File: config.mk
export PLATFORM = sky130hd
export DESIGN_NAME = edge_event_arbiter_flat
export DESIGN_NICKNAME = d
export VERILOG_FILES = /design/src/rtl/edge_event_arb_pkg.sv /design/src/rtl/edge_event_arbiter_if.sv /design/src/rtl/edge_det_ch.sv /design/src/rtl/edge_event_arbiter.sv /design/src/flat_wrapper.sv
export SDC_FILE = /design/constraint.sdc
export NUM_CORES = 1
export LEC_CHECK = 0
export ABC_AREA = 1
export CAP_MARGIN = 20
export CORE_ASPECT_RATIO = 0.7
export CORE_MARGIN = 2
export CORE_UTILIZATION = 35
export CTS_CLUSTER_SIZE = 12
export DETAILED_ROUTE_END_ITERATION = 10
export PLACE_DENSITY = 0.54
export SLEW_MARGIN = 20
export SYNTH_ARGS = -nofsm -noshare
export SYNTH_HDL_FRONTEND = slang
export SYNTH_SLANG_ARGS = --single-unit
File: constraint.sdc
create_clock -name clk -period 4 [get_ports clk]
set_clock_uncertainty 0.2 [all_clocks]
set_input_delay 1.2 -clock clk [delete_from_list [all_inputs] [get_ports clk]]
set_output_delay 1.2 -clock clk [all_outputs]
set_load 0.05 [all_outputs]
File: src/rtl/edge_event_arb_pkg.sv
// Shared types and limits for the edge event arbiter.
package edge_event_arb_pkg;

  localparam int N_CH_MAX = 32;

  typedef enum logic {
    IDLE  = 1'b0,
    OFFER = 1'b1
  } arb_state_e;

endpackage

File: src/rtl/edge_event_arbiter_if.sv
// Event handshake bundle: producer (master) offers a channel id, consumer (slave) accepts.
interface edge_event_arbiter_if #(
  parameter int N_CH = 4
);
  localparam int IDX_W = $clog2(N_CH);

  logic             evt_valid;
  logic [IDX_W-1:0] evt_id;
  logic             evt_ready;

  modport master (output evt_valid, output evt_id, input evt_ready);
  modport slave  (input evt_valid, input evt_id, output evt_ready);
endinterface

File: src/rtl/edge_det_ch.sv
// One channel: two-flop rising-edge detect feeding a pending flag.
// Optional sticky overflow flag under EDGE_EVENT_ARB_OVF_EN.
module edge_det_ch (
  input  logic clk,
  input  logic reset,
  input  logic din,
  input  logic en,
  input  logic clr,
  output logic pending
`ifdef EDGE_EVENT_ARB_OVF_EN
  , input  logic ovf_clr
  , output logic ovf
`endif
);

  logic d1_q, d1_d, d2_q, d2_d;
  logic pend_q, pend_d;
  logic set;
`ifdef EDGE_EVENT_ARB_OVF_EN
  logic ovf_q, ovf_d;
`endif

  // Edge detect and flag update; a new edge beats a same-cycle clear.
  always_comb begin
    d1_d   = din;
    d2_d   = d1_q;
    set    = d1_q & ~d2_q & en;
    pend_d = set | (pend_q & ~clr);
`ifdef EDGE_EVENT_ARB_OVF_EN
    ovf_d  = (set & pend_q & ~clr) | (ovf_q & ~ovf_clr);
`endif
  end

  // Channel state registers.
  always_ff @(posedge clk) begin
    if (reset) begin
      d1_q   <= 1'b0;
      d2_q   <= 1'b0;
      pend_q <= 1'b0;
`ifdef EDGE_EVENT_ARB_OVF_EN
      ovf_q  <= 1'b0;
`endif
    end else begin
      d1_q   <= d1_d;
      d2_q   <= d2_d;
      pend_q <= pend_d;
`ifdef EDGE_EVENT_ARB_OVF_EN
      ovf_q  <= ovf_d;
`endif
    end
  end

  assign pending = pend_q;
`ifdef EDGE_EVENT_ARB_OVF_EN
  assign ovf = ovf_q;
`endif

endmodule

File: src/rtl/edge_event_arbiter.sv
// Multi-channel rising-edge event controller with round-robin serialization.
// Optional overflow tracking is enabled by defining EDGE_EVENT_ARB_OVF_EN.
module edge_event_arbiter
  import edge_event_arb_pkg::*;
#(
  parameter int N_CH = 4
) (
  input  logic                  clk,
  input  logic                  reset,
  input  logic [N_CH-1:0]       din,
  input  logic [N_CH-1:0]       mask,
  edge_event_arbiter_if.master  evt,
  output logic [N_CH-1:0]       pending
`ifdef EDGE_EVENT_ARB_OVF_EN
  , output logic [N_CH-1:0]     ovf
  , input  logic [N_CH-1:0]     ovf_clr
`endif
);

  localparam int IDX_W = $clog2(N_CH);

  arb_state_e       state_q, state_d;
  logic [IDX_W-1:0] evt_id_q, evt_id_d;
  logic [IDX_W-1:0] last_q, last_d;
  logic [N_CH-1:0]  elig, clr_vec, excl;
  logic [IDX_W:0]   pick;
  logic             hs;

  // First requester strictly after 'after', wrapping; MSB flags a hit.
  function automatic logic [IDX_W:0] rr_pick(input logic [N_CH-1:0] req,
                                             input logic [IDX_W-1:0] after);
    logic [IDX_W:0] r;
    int j;
    r = '0;
    // Descending scan so the closest candidate is the last one written.
    for (int k = N_CH; k >= 1; k--) begin
      j = (int'(after) + k) % N_CH;
      if (req[j]) r = {1'b1, IDX_W'(j)};
    end
    return r;
  endfunction

  for (genvar i = 0; i < N_CH; i++) begin : g_ch
    edge_det_ch u_ch (
      .clk     (clk),
      .reset   (reset),
      .din     (din[i]),
      .en      (mask[i]),
      .clr     (clr_vec[i]),
      .pending (pending[i])
`ifdef EDGE_EVENT_ARB_OVF_EN
      , .ovf_clr (ovf_clr[i])
      , .ovf     (ovf[i])
`endif
    );
  end

  // Handshake decode: clear vector and accepted-channel exclusion mask.
  always_comb begin
    hs      = (state_q == OFFER) & evt.evt_ready;
    clr_vec = '0;
    excl    = '1;
    for (int i = 0; i < N_CH; i++) begin
      if (evt_id_q == IDX_W'(i)) begin
        clr_vec[i] = hs;
        excl[i]    = 1'b0;
      end
    end
    elig = pending & mask;
  end

  // Offer FSM: hold the id until accepted, then chain to the next winner.
  always_comb begin
    state_d  = state_q;
    evt_id_d = evt_id_q;
    last_d   = last_q;
    pick     = '0;
    unique case (state_q)
      IDLE: begin
        pick = rr_pick(elig, last_q);
        if (pick[IDX_W]) begin
          state_d  = OFFER;
          evt_id_d = pick[IDX_W-1:0];
        end
      end
      OFFER: begin
        if (hs) begin
          last_d = evt_id_q;
          pick   = rr_pick(elig & excl, evt_id_q);
          if (pick[IDX_W]) evt_id_d = pick[IDX_W-1:0];
          else             state_d  = IDLE;
        end
      end
      default: state_d = IDLE;
    endcase
  end

  // Arbiter registers; last starts at N_CH-1 so channel 0 leads.
  always_ff @(posedge clk) begin
    if (reset) begin
      state_q  <= IDLE;
      evt_id_q <= '0;
      last_q   <= IDX_W'(N_CH - 1);
    end else begin
      state_q  <= state_d;
      evt_id_q <= evt_id_d;
      last_q   <= last_d;
    end
  end

  assign evt.evt_valid = (state_q == OFFER);
  assign evt.evt_id    = evt_id_q;

endmodule
File: src/flat_wrapper.sv
// flat-port wrapper written by rule: the top's interface ports become plain ports
module edge_event_arbiter_flat import edge_event_arb_pkg::*;
#(
  parameter int N_CH = 4
)
  (clk, reset, din, mask, pending, evt_evt_valid, evt_evt_id, evt_evt_ready);
  edge_event_arbiter_if #(.N_CH(N_CH)) evt_i ();
  input  logic clk;
  input  logic reset;
  input  logic [N_CH-1:0] din;
  input  logic [N_CH-1:0] mask;
  output logic [N_CH-1:0] pending;
  output wire logic [$bits(evt_i.evt_valid)-1:0] evt_evt_valid;
  output wire logic [$bits(evt_i.evt_id)-1:0] evt_evt_id;
  input wire logic [$bits(evt_i.evt_ready)-1:0] evt_evt_ready;
  assign evt_evt_valid = evt_i.evt_valid;
  assign evt_evt_id = evt_i.evt_id;
  assign evt_i.evt_ready = evt_evt_ready;
  edge_event_arbiter #(.N_CH(N_CH)) u_core (.clk(clk), .reset(reset), .din(din), .mask(mask), .evt(evt_i), .pending(pending));
endmodule
=== Yosys cells after proc, flatten, opt, wreduce, memory -nomap -nowiden ===
Cells that the tools add are included.

* Logic and storage cells: 135
* Bits of input ports: 11
* Register bits: 17
* Output and inout port bits: 7

* Bitwise gates (word level): 36
* Equality and inequality tests: 6
* Magnitude comparators: 8
* $add $sub $neg: 8
* Multiplexer cells: 51
* Reduce and logical (&&, ||, !) cells: 11

{| class="wikitable"
|+ Operator list
! kind !! number
|-
| 3-bit two-way mux || 11
|-
| 3-bit by 4-bit less-than comparator with 1-bit output (second input constant) || 8
|-
| 1-bit two-way mux || 27
|-
| 1-bit binary-select mux with 2-bit select || 8
|-
| 2-bit OR reduction || 8
|-
| 1-bit AND || 13
|-
| 1-bit inverter || 9
|-
| 2-bit by 1-bit adder with 2-bit output (second input constant) || 4
|-
| 2-bit adder (second input constant) || 4
|-
| 1-bit AND (first input constant) || 8
|-
| 4-bit AND || 2
|-
| 2-bit two-way mux || 3
|-
| 2-bit inequality test (second input constant) || 3
|-
| 2-bit == test (second input constant) || 2
|-
| 1-bit bitwise OR || 4
|-
| 2-bit case mux with 2 select lines || 1
|-
| 3-bit AND reduction || 1
|-
| 2-bit by 1-bit == test with 1-bit output (second input constant) || 1
|-
| 2-bit zero test || 1
|-
| 1-bit case mux with 2 select lines || 1
|-
| 2-bit AND reduction || 1
|}

=== Logic depth before layout (Yosys ltp) ===
Gate-level depths: netlist of the first run.

* Depth after elaboration: 15
* Mapped depth: 14
* Depth with buffers taken out: 13

=== Hierarchy ===
From an unflattened synthesis of the first run, not the netlist that was laid out.

* Cell total of the unflattened synthesis: 179
* Area total of the unflattened synthesis: 1167.4 um2

{| class="wikitable"
|+ Modules (own cells, without submodules)
! module !! cells an instance !! times used !! sequential area each (um2) !! area an instance (um2)
|-
| edge_event_arbiter || 127 || 1 || 100.1 || 752.0
|-
| edge_det_ch || 13 || 4 || 60.1 || 103.8
|}

=== Worst setup path before layout of the first run ===
No wires, ideal clock.

* Kind: register to register
* From: register u_core.evt_id_q[1], in the netlist u_core.evt.evt_id[1]
* To: register u_core.evt_id_q[0], in the netlist u_core.evt.evt_id[0]
* Data required time: 3.687 ns
* Setup slack: 1.632 ns
* Clock period less this slack: 2.368 ns
* Data arrival time: 2.055 ns
* Setup time: 0.113 ns
* Path buffers: 0
* Cell stages (with the launch flop): 13
* Path through: dfxtp_1 inv_1 ha_1 inv_1 nand3_1 nand2_1 nand3_2 nand2_1 nor2_1 a21oi_2 nand3_2 nor2_1 nor2_1

* Word-level cells in the longest chain between the ends: 15
* Elaborated cells between the ends (all ways): 36
* Those cells by class: 4 x add/sub; 4 x eq/ne; 25 x mux; 1 x bitwise; 2 x reduce/logical

{| class="wikitable"
|+ Ends and longest elaborated chain
! what !! RTL line !! source
|-
| start: declaration || edge_event_arbiter.sv:23 || <nowiki>logic [IDX_W-1:0] evt_id_q, evt_id_d;</nowiki>
|-
| start signal: assignment || edge_event_arbiter.sv:106 || <nowiki>evt_id_q <= evt_id_d;</nowiki>
|-
| 2-bit by 1-bit == test with 1-bit output, or another cell as far along || edge_event_arbiter.sv:64 || <nowiki>if (evt_id_q == IDX_W'(i)) begin</nowiki>
|-
| 1-bit two-way mux || edge_event_arbiter.sv:64 ||
|-
| 4-bit AND || edge_event_arbiter.sv:89 || <nowiki>pick = rr_pick(elig & excl, evt_id_q);</nowiki>
|-
| 1-bit binary-select mux with 2-bit select || edge_event_arbiter.sv:38 || <nowiki>if (req[j]) r = {1'b1, IDX_W'(j)};</nowiki>
|-
| 1-bit two-way mux (implied by the code) (2 in series) || edge_event_arbiter.sv:38 ||
|-
| 3-bit two-way mux (3 in series) || edge_event_arbiter.sv:38 ||
|-
| 3-bit two-way mux (*) || edge_event_arbiter.sv:38 ||
|-
| 3-bit two-way mux (*) || edge_event_arbiter.sv:87 || <nowiki>if (hs) begin</nowiki>
|-
| 3-bit two-way mux (*) || edge_event_arbiter.sv:78 || <nowiki>unique case (state_q)</nowiki>
|-
| 2-bit two-way mux || edge_event_arbiter.sv:90 || <nowiki>if (pick[IDX_W]) evt_id_d = pick[IDX_W-1:0];</nowiki>
|-
| 2-bit two-way mux || edge_event_arbiter.sv:87 ||
|-
| 2-bit case mux with 2 select lines || edge_event_arbiter.sv:78 ||
|}

Mark *: on every way between the ends. The rest lies on a longest branch, timed or not. The select of a mux whose other input is x is not followed.
A chain may end at the register's enable or synchronous reset.

=== Worst setup path after layout of the first run ===
* From: register u_core.evt_id_q[0], in the netlist u_core.evt.evt_id[0]
* To: output evt_evt_id[0]

{| class="wikitable"
|+ RTL lines
! what !! RTL line !! source
|-
| end: declaration || flat_wrapper.sv:14 || <nowiki>output wire logic [$bits(evt_i.evt_id)-1:0] evt_evt_id;</nowiki>
|}

No word-level cell between the ends.

==> impl_metrics.env, run 1 <==
export IMPL_r2r_start="u_core.evt.evt_id[0]"
export IMPL_ctsHoldBuffers=0
export IMPL_wl_per_cell_microns=11.81
export IMPL_power_per_cell_area_nw_per_um2=563.0
export IMPL_clkLatencyLatePin_ns=0.25
export IMPL_p_total_uw=760.0
export IMPL_synth_top_area_share_pct=30.19
export IMPL_die_height_microns=51.49
export IMPL_die_w_microns=71.84
export IMPL_diodes=0
export IMPL_drive_above_1_share_pct=7.143
export IMPL_min_to="u_core.g_ch[1].u_ch.d2_q"
export IMPL_initial_utilization_pct=36.30
export IMPL_ys_flop_type="dfxtp_1"
export IMPL_setup_viol=0
export IMPL_vias=1156
export IMPL_fp_dieArea_sq_um=3698
export IMPL_placed_cell_area_sq_um=1304
export IMPL_rows=17
export IMPL_yosys_register_bits=17
export IMPL_syn_inst=181
export IMPL_drc=0
export IMPL_fin_crit_sh_pct=77.88
export IMPL_worstPathCellList="clkdlybuf4s50_1"
export IMPL_drtIter0Drc=42
export IMPL_htree_levels=1
export IMPL_root_buffer="clkbuf_8"
export IMPL_path_clk_slew_ns=0.07
export IMPL_antenna_found_initial=0
export IMPL_cp_num_buf_inv=1
export IMPL_yosysMostFrequentCell="nand2_1"
export IMPL_use_met1_pct=20.60
export IMPL_r2r_end="u_core.evt.evt_id[0]"
export IMPL_post_synth_num_cell_types=20
export IMPL_path_delay_family="buffers and inverters"
export IMPL_max_stage_delay_ns=0.89
export IMPL_rsz0062_at_grt="no"
export IMPL_cp_required_ns=2.60
export IMPL_yosysSeqAreaShare_pct=30.19
export IMPL_async_flop_share_pct=0
export IMPL_hold_class="register to register"
export IMPL_drv_cap=0
export IMPL_dp_slack_ns=0.8734
export IMPL_vias_per_cell=4.940
export IMPL_rr_worst_depth=13
export IMPL_routed_wl_microns=2763
export IMPL_status="finished, final reports clean"
export IMPL_fin_crit_ns=3.115
export IMPL_dr_pass1_iters=4
export IMPL_core_sq_um=3105
export IMPL_tightestPinTransition_ns=0.5089
export IMPL_clk_path_buf_depth=2
export IMPL_grt_usage_pct=16.41
export IMPL_synth_edf_count=0
export IMPL_fmax_mhz=321.0
export IMPL_worst_setup_path_end_kind="output port"
export IMPL_cts_tree="yes"
export IMPL_timing_max_transition_violations_final=0
export IMPL_hold_viol_final=0
export IMPL_grtUsageMet3_pct=3.550
export IMPL_use_met2_pct=29.17
export IMPL_hold_depth=2
export IMPL_cts_setup_buffers=0
export IMPL_area_growth_pct=19.76
export IMPL_fin_area_sq_um=1350
export IMPL_cts_resized=0
export IMPL_synth_area_leaders="dfxtp_1, nand2_1, nand3_1"
export IMPL_clock_sinks=17
export IMPL_crit_fanout=10
export IMPL_overflow=0
export IMPL_critPathKind="register to output port"
export IMPL_critPathArrivalTime_ns=1.72
export IMPL_hpwlAfterDp_microns=2186
export IMPL_synthesis_nets=196
export IMPL_yosysWarnings=0
export IMPL_crit_path_start_kind="register"
export IMPL_synth_area_sq_um=1127
export IMPL_slew_headroom_pct=65.97
export IMPL_antenna_left=0
export IMPL_ir_worst_vdd_mv=0.2551
export IMPL_layout_setup_ws_ns=0.8847
export IMPL_syn_area_per_cell_sq_um=6.228
export IMPL_io_pins=18
export IMPL_cts_made_buffers=3
export IMPL_netlist_top_cell_by_area="dfxtp_1"
export IMPL_tns_ns=0
export IMPL_critPathSlowestCell="clkdlybuf4s50_1"
export IMPL_power_leakage_uw=0.0006771
export IMPL_grt_pass1_wl_microns=4698
export IMPL_grt_pass1_vias=1116
export IMPL_holdCritStartpoint="u_core.g_ch[1].u_ch.d1_q"
export IMPL_grt_max_degree=15
export IMPL_gp_congestion=0.9530
export IMPL_grt_busiest_layer="met2"
export IMPL_nNetsFinal=212
export IMPL_synth_top_cells_by_count="nand2_1, nor2_1, inv_1"
export IMPL_port_buffers=17
export IMPL_reg2reg_slack_ns=1.60
## cell families (layout without fill, tap and decap cells)
kind of cell	count (synthesis)	after routing	synth area share, %
compound gates	21	21	10.54
flops	17	17	30.19
simple gates	107	107	41.84
buf+inv	31	46	12.21
fa+ha+maj	4	4	4.440
xor+xnor	1	1	0.7771
## layer usage
layer / vias up / routed length, microns
met5: - / 0
met4: 0 / 20
met2: 25 / 1291
met1: 523 / 1323
li1: 603 / -
met3: 5 / 128
## through the flow
step | util [%] | hold WS, ns | instances
detailed placement | 41.98 | 0.2215 | 230
floorplan | - | 0.2107 | 181
finish | 43.47 | 0.2296 | 234
global route | 43.47 | 0.2594 | 234
global placement | 41.98 | 0.2165 | 230
CTS | 43.47 | 0.2330 | 234
## sequential cells by signal, summed over array words and instances (netlist names)
name and flops:
u_core.g_ch.u_ch.pending 4, u_core.last_q 2, u_core.g_ch.u_ch.d1_q 4, u_core.g_ch.u_ch.d2_q 4
u_core.evt.evt_id 2, u_core.evt.evt_valid 1
## power by group
part	leakage (uW)	switching (uW)	internal, uW
Combinational	0.000511	262	136
Clock	0.0000255	59.0	69.1
Sequential	0.000140	42.6	192
## layout make-up
class | instances | area [sq um]
clock buffers | 3 | 41.29
well taps | 38 | 47.55
repair buffers | 17 | 170.2
fillers | 336 | 1755
clock inverters | 1 | 5.005
inverters | 25 | 96.34
flip-flops and latches | 17 | 340.3
multi-input cells | 133 | 649.4
## placed cells by master, fill, tap and decap left out, drive strengths merged
cell type,instances
nand3,24
a21oi,9
xor2,1
clkdlybuf4s50,17
dfxtp,17
a31oi,1
nor2,26
o21ai,9
clkinv,1
inv,25
o211ai,2
nand2,53
ha,4
nand4,4
clkbuf,3
## worst max-delay path by stage
stage                          from  slack, ns              endpoint  cells after the start
2_1_floorplan  u_core.evt.evt_id[1]       1.63  u_core.evt.evt_id[0]                     12
3_3_place_gp                mask[1]       0.96  u_core.evt.evt_id[0]                     10
3_5_place_dp                mask[3]       0.87  u_core.evt.evt_id[0]                     11
4_1_cts        u_core.evt.evt_id[0]       0.87         evt_evt_id[0]                      1
5_1_grt        u_core.evt.evt_id[0]       0.82         evt_evt_id[0]                      1
6_report       u_core.evt.evt_id[0]       0.88         evt_evt_id[0]                      1
No activity file was read; power rests on OpenSTA's default activity.
==> run 2: changes to the inputs <==
==> constraint.sdc (replaced) <==
create_clock -name clk -period 3.15 [get_ports clk]
set_clock_uncertainty 0.2 [all_clocks]
set_input_delay 0.945 -clock clk [delete_from_list [all_inputs] [get_ports clk]]
set_output_delay 0.945 -clock clk [all_outputs]
set_load 0.05 [all_outputs]
==> run 2 against run 1 <==
Sequential share of layout area fell by 0.39 points. Global-route usage fell by 1.0 points. Non-clock buffer count rose by 3. Final area rose by 1.6%. Cell count rose by 1.3%. Clock-buffer cell count rose by 1. First-iteration DRC count rose by 76%.
==> impl_metrics.env, run 2 (synthesized netlist as in run 1, its figures left out) <==
export IMPL_worst_setup_path_end_kind="output port"
export IMPL_holdCritStartpoint="u_core.g_ch[3].u_ch.d1_q"
export IMPL_cts_setup_buffers=0
export IMPL_hold_depth=2
export IMPL_min_to="u_core.g_ch[3].u_ch.d2_q"
export IMPL_crit_cells=1
export IMPL_grt_max_degree=12
export IMPL_htree_levels=1
export IMPL_drive_above_1_share_pct=8.040
export IMPL_fmax_mhz=371.8
export IMPL_final_common_cell="nand2_1"
export IMPL_wl_met1_microns=1325
export IMPL_vias_per_cell=4.928
export IMPL_initial_utilization_pct=36.30
export IMPL_core_sq_um=3105
export IMPL_crit_fanout=7
export IMPL_swShare_pct=46.70
export IMPL_io_pins=18
export IMPL_rows=17
export IMPL_pwr_share_clk_pct=16.9
export IMPL_critPathArrivalTime_ns=1.54
export IMPL_antenna_found_initial=0
export IMPL_drtIter0Drc=74
export IMPL_met3WireLength_microns=190
export IMPL_die_w_microns=71.84
export IMPL_timing_max_transition_violations_final=0
export IMPL_power_leakage_uw=0.0006897
export IMPL_p_total_uw=968.2
export IMPL_grt_pass1_wl_microns=4450
export IMPL_instances_no_fill=237
export IMPL_area_growth_pct=21.64
export IMPL_clock_sinks=17
export IMPL_clk_path_buf_depth=2
export IMPL_antenna_left=0
export IMPL_critPathKind="register to output port"
export IMPL_root_buffer="clkbuf_8"
export IMPL_r2r_end="u_core.evt.evt_id[1]"
export IMPL_tns_ns=0
export IMPL_path_delay_family="buffers and inverters"
export IMPL_ctsHoldBuffers=0
export IMPL_grt_usage_pct=15.37
export IMPL_wl_met2_microns=1090
export IMPL_dr_pass1_iters=4
export IMPL_p_comb_share_pct=54.5
export IMPL_fill_cells=341
export IMPL_tightestPinTransition_ns=0.4969
export IMPL_cp_required_ns=2.00
export IMPL_ir_worst_vdd_mv=0.3640
export IMPL_setup_viol=0
export IMPL_crit_path_start_kind="register"
export IMPL_top_layer_used="met4"
export IMPL_critPathSlowestCell="clkdlybuf4s50_1"
export IMPL_gp_congestion=0.8988
export IMPL_status="finished, final reports clean"
export IMPL_overflow=0
export IMPL_r2r_start="u_core.evt.evt_id[0]"
export IMPL_die_height_microns=51.49
export IMPL_reg2reg_slack_ns=0.90
export IMPL_worstPathCellList="clkdlybuf4s50_1"
export IMPL_rr_worst_depth=13
export IMPL_grt_pass1_vias=1038
export IMPL_diodes=0
export IMPL_rsz0062_at_grt="no"
export IMPL_drc=0
export IMPL_final_util_pct=44.16
export IMPL_hold_class="register to register"
export IMPL_p_int_uw=516.1
export IMPL_slew_headroom_pct=66.77
export IMPL_fin_crit_ns=2.690
export IMPL_cts_tree="yes"
export IMPL_max_stage_delay_ns=0.85
export IMPL_fin_crit_sh_pct=85.39
export IMPL_p_sw_uw=452.1
export IMPL_dp_cells=233
export IMPL_wl_per_cell_microns=11.14
export IMPL_routed_wl_microns=2639
export IMPL_hold_viol_final=0
export IMPL_hpwlAfterDp_microns=2086
export IMPL_cts_made_buffers=3
export IMPL_power_per_cell_area_nw_per_um2=706.0
export IMPL_drv_cap=0
export IMPL_path_clk_slew_ns=0.06
export IMPL_clkLatencyLatePin_ns=0.25
export IMPL_cts_resized=0
export IMPL_fp_dieArea_sq_um=3698
export IMPL_cp_num_buf_inv=1
export IMPL_seqPwrFrac_pct=28.6
export IMPL_port_buffers=17
export IMPL_nNetsFinal=215
export IMPL_vias=1168
export IMPL_final_cell_mix="nand2_1, nor2_1, inv_1"
export IMPL_crit_start="u_core.evt.evt_valid"
run 2: changes by cell type in the layout (fill, tap and decap cells not counted), sizes merged:
cell,delta
buf,+3
clkbuf,+1
clkinv,-1
run 2: cell type report:
type                       count  area (sq um)  share of cell area (%)
clock buffer                   4         45.04                   3.285
sequential                    17         340.3                   24.82
tap                           38         47.55                   3.467
timing repair buffer          20         192.7                   14.05
inverter                      25         96.34                   7.026
multi-input combinational    133         649.4                   47.35
run 2: how the worst max path moves through the flow:
stage,slack [ns],to
global placement,0.31,u_core.evt.evt_id[1]
CTS,0.45,evt_evt_valid
finish,0.46,evt_evt_valid
detailed placement,0.32,u_core.evt.evt_id[0]
global route,0.36,u_core.evt.evt_id[0]
floorplan,0.78,u_core.evt.evt_id[0]
run 2: power groups by stage:
stage	sequential [uW]	combinational [uW]	clock, uW
global placement	282	523	0
CTS	277	526	172
detailed placement	281	524	0
finish	277	528	164
global route	283	597	184
floorplan	328	348	0
run 2: routing by layer:
metal  vias up  global-route usage, %
li1        612                      -
met1       521                  21.00
met2        31                  23.92
met3         4                  4.931
met4         0                  2.830
met5         -                      0
run 2: worst min-delay path, cell delays in order, from the launching register on:
cell and delay (ns):
dfxtp_1 0.30, inv_1 0.06, nor2_1 0.04
run 2: through the flow:
step	hold WS (ns)	setup slack [ns]	cell area, sq um
2_1_floorplan	0.2107	0.7824	1127
3_3_place_gp	0.2164	0.3144	1326
3_5_place_dp	0.2255	0.3202	1326
4_1_cts	0.2360	0.4525	1371
5_1_grt	0.2479	0.3551	1371
6_report	0.2315	0.4601	1371
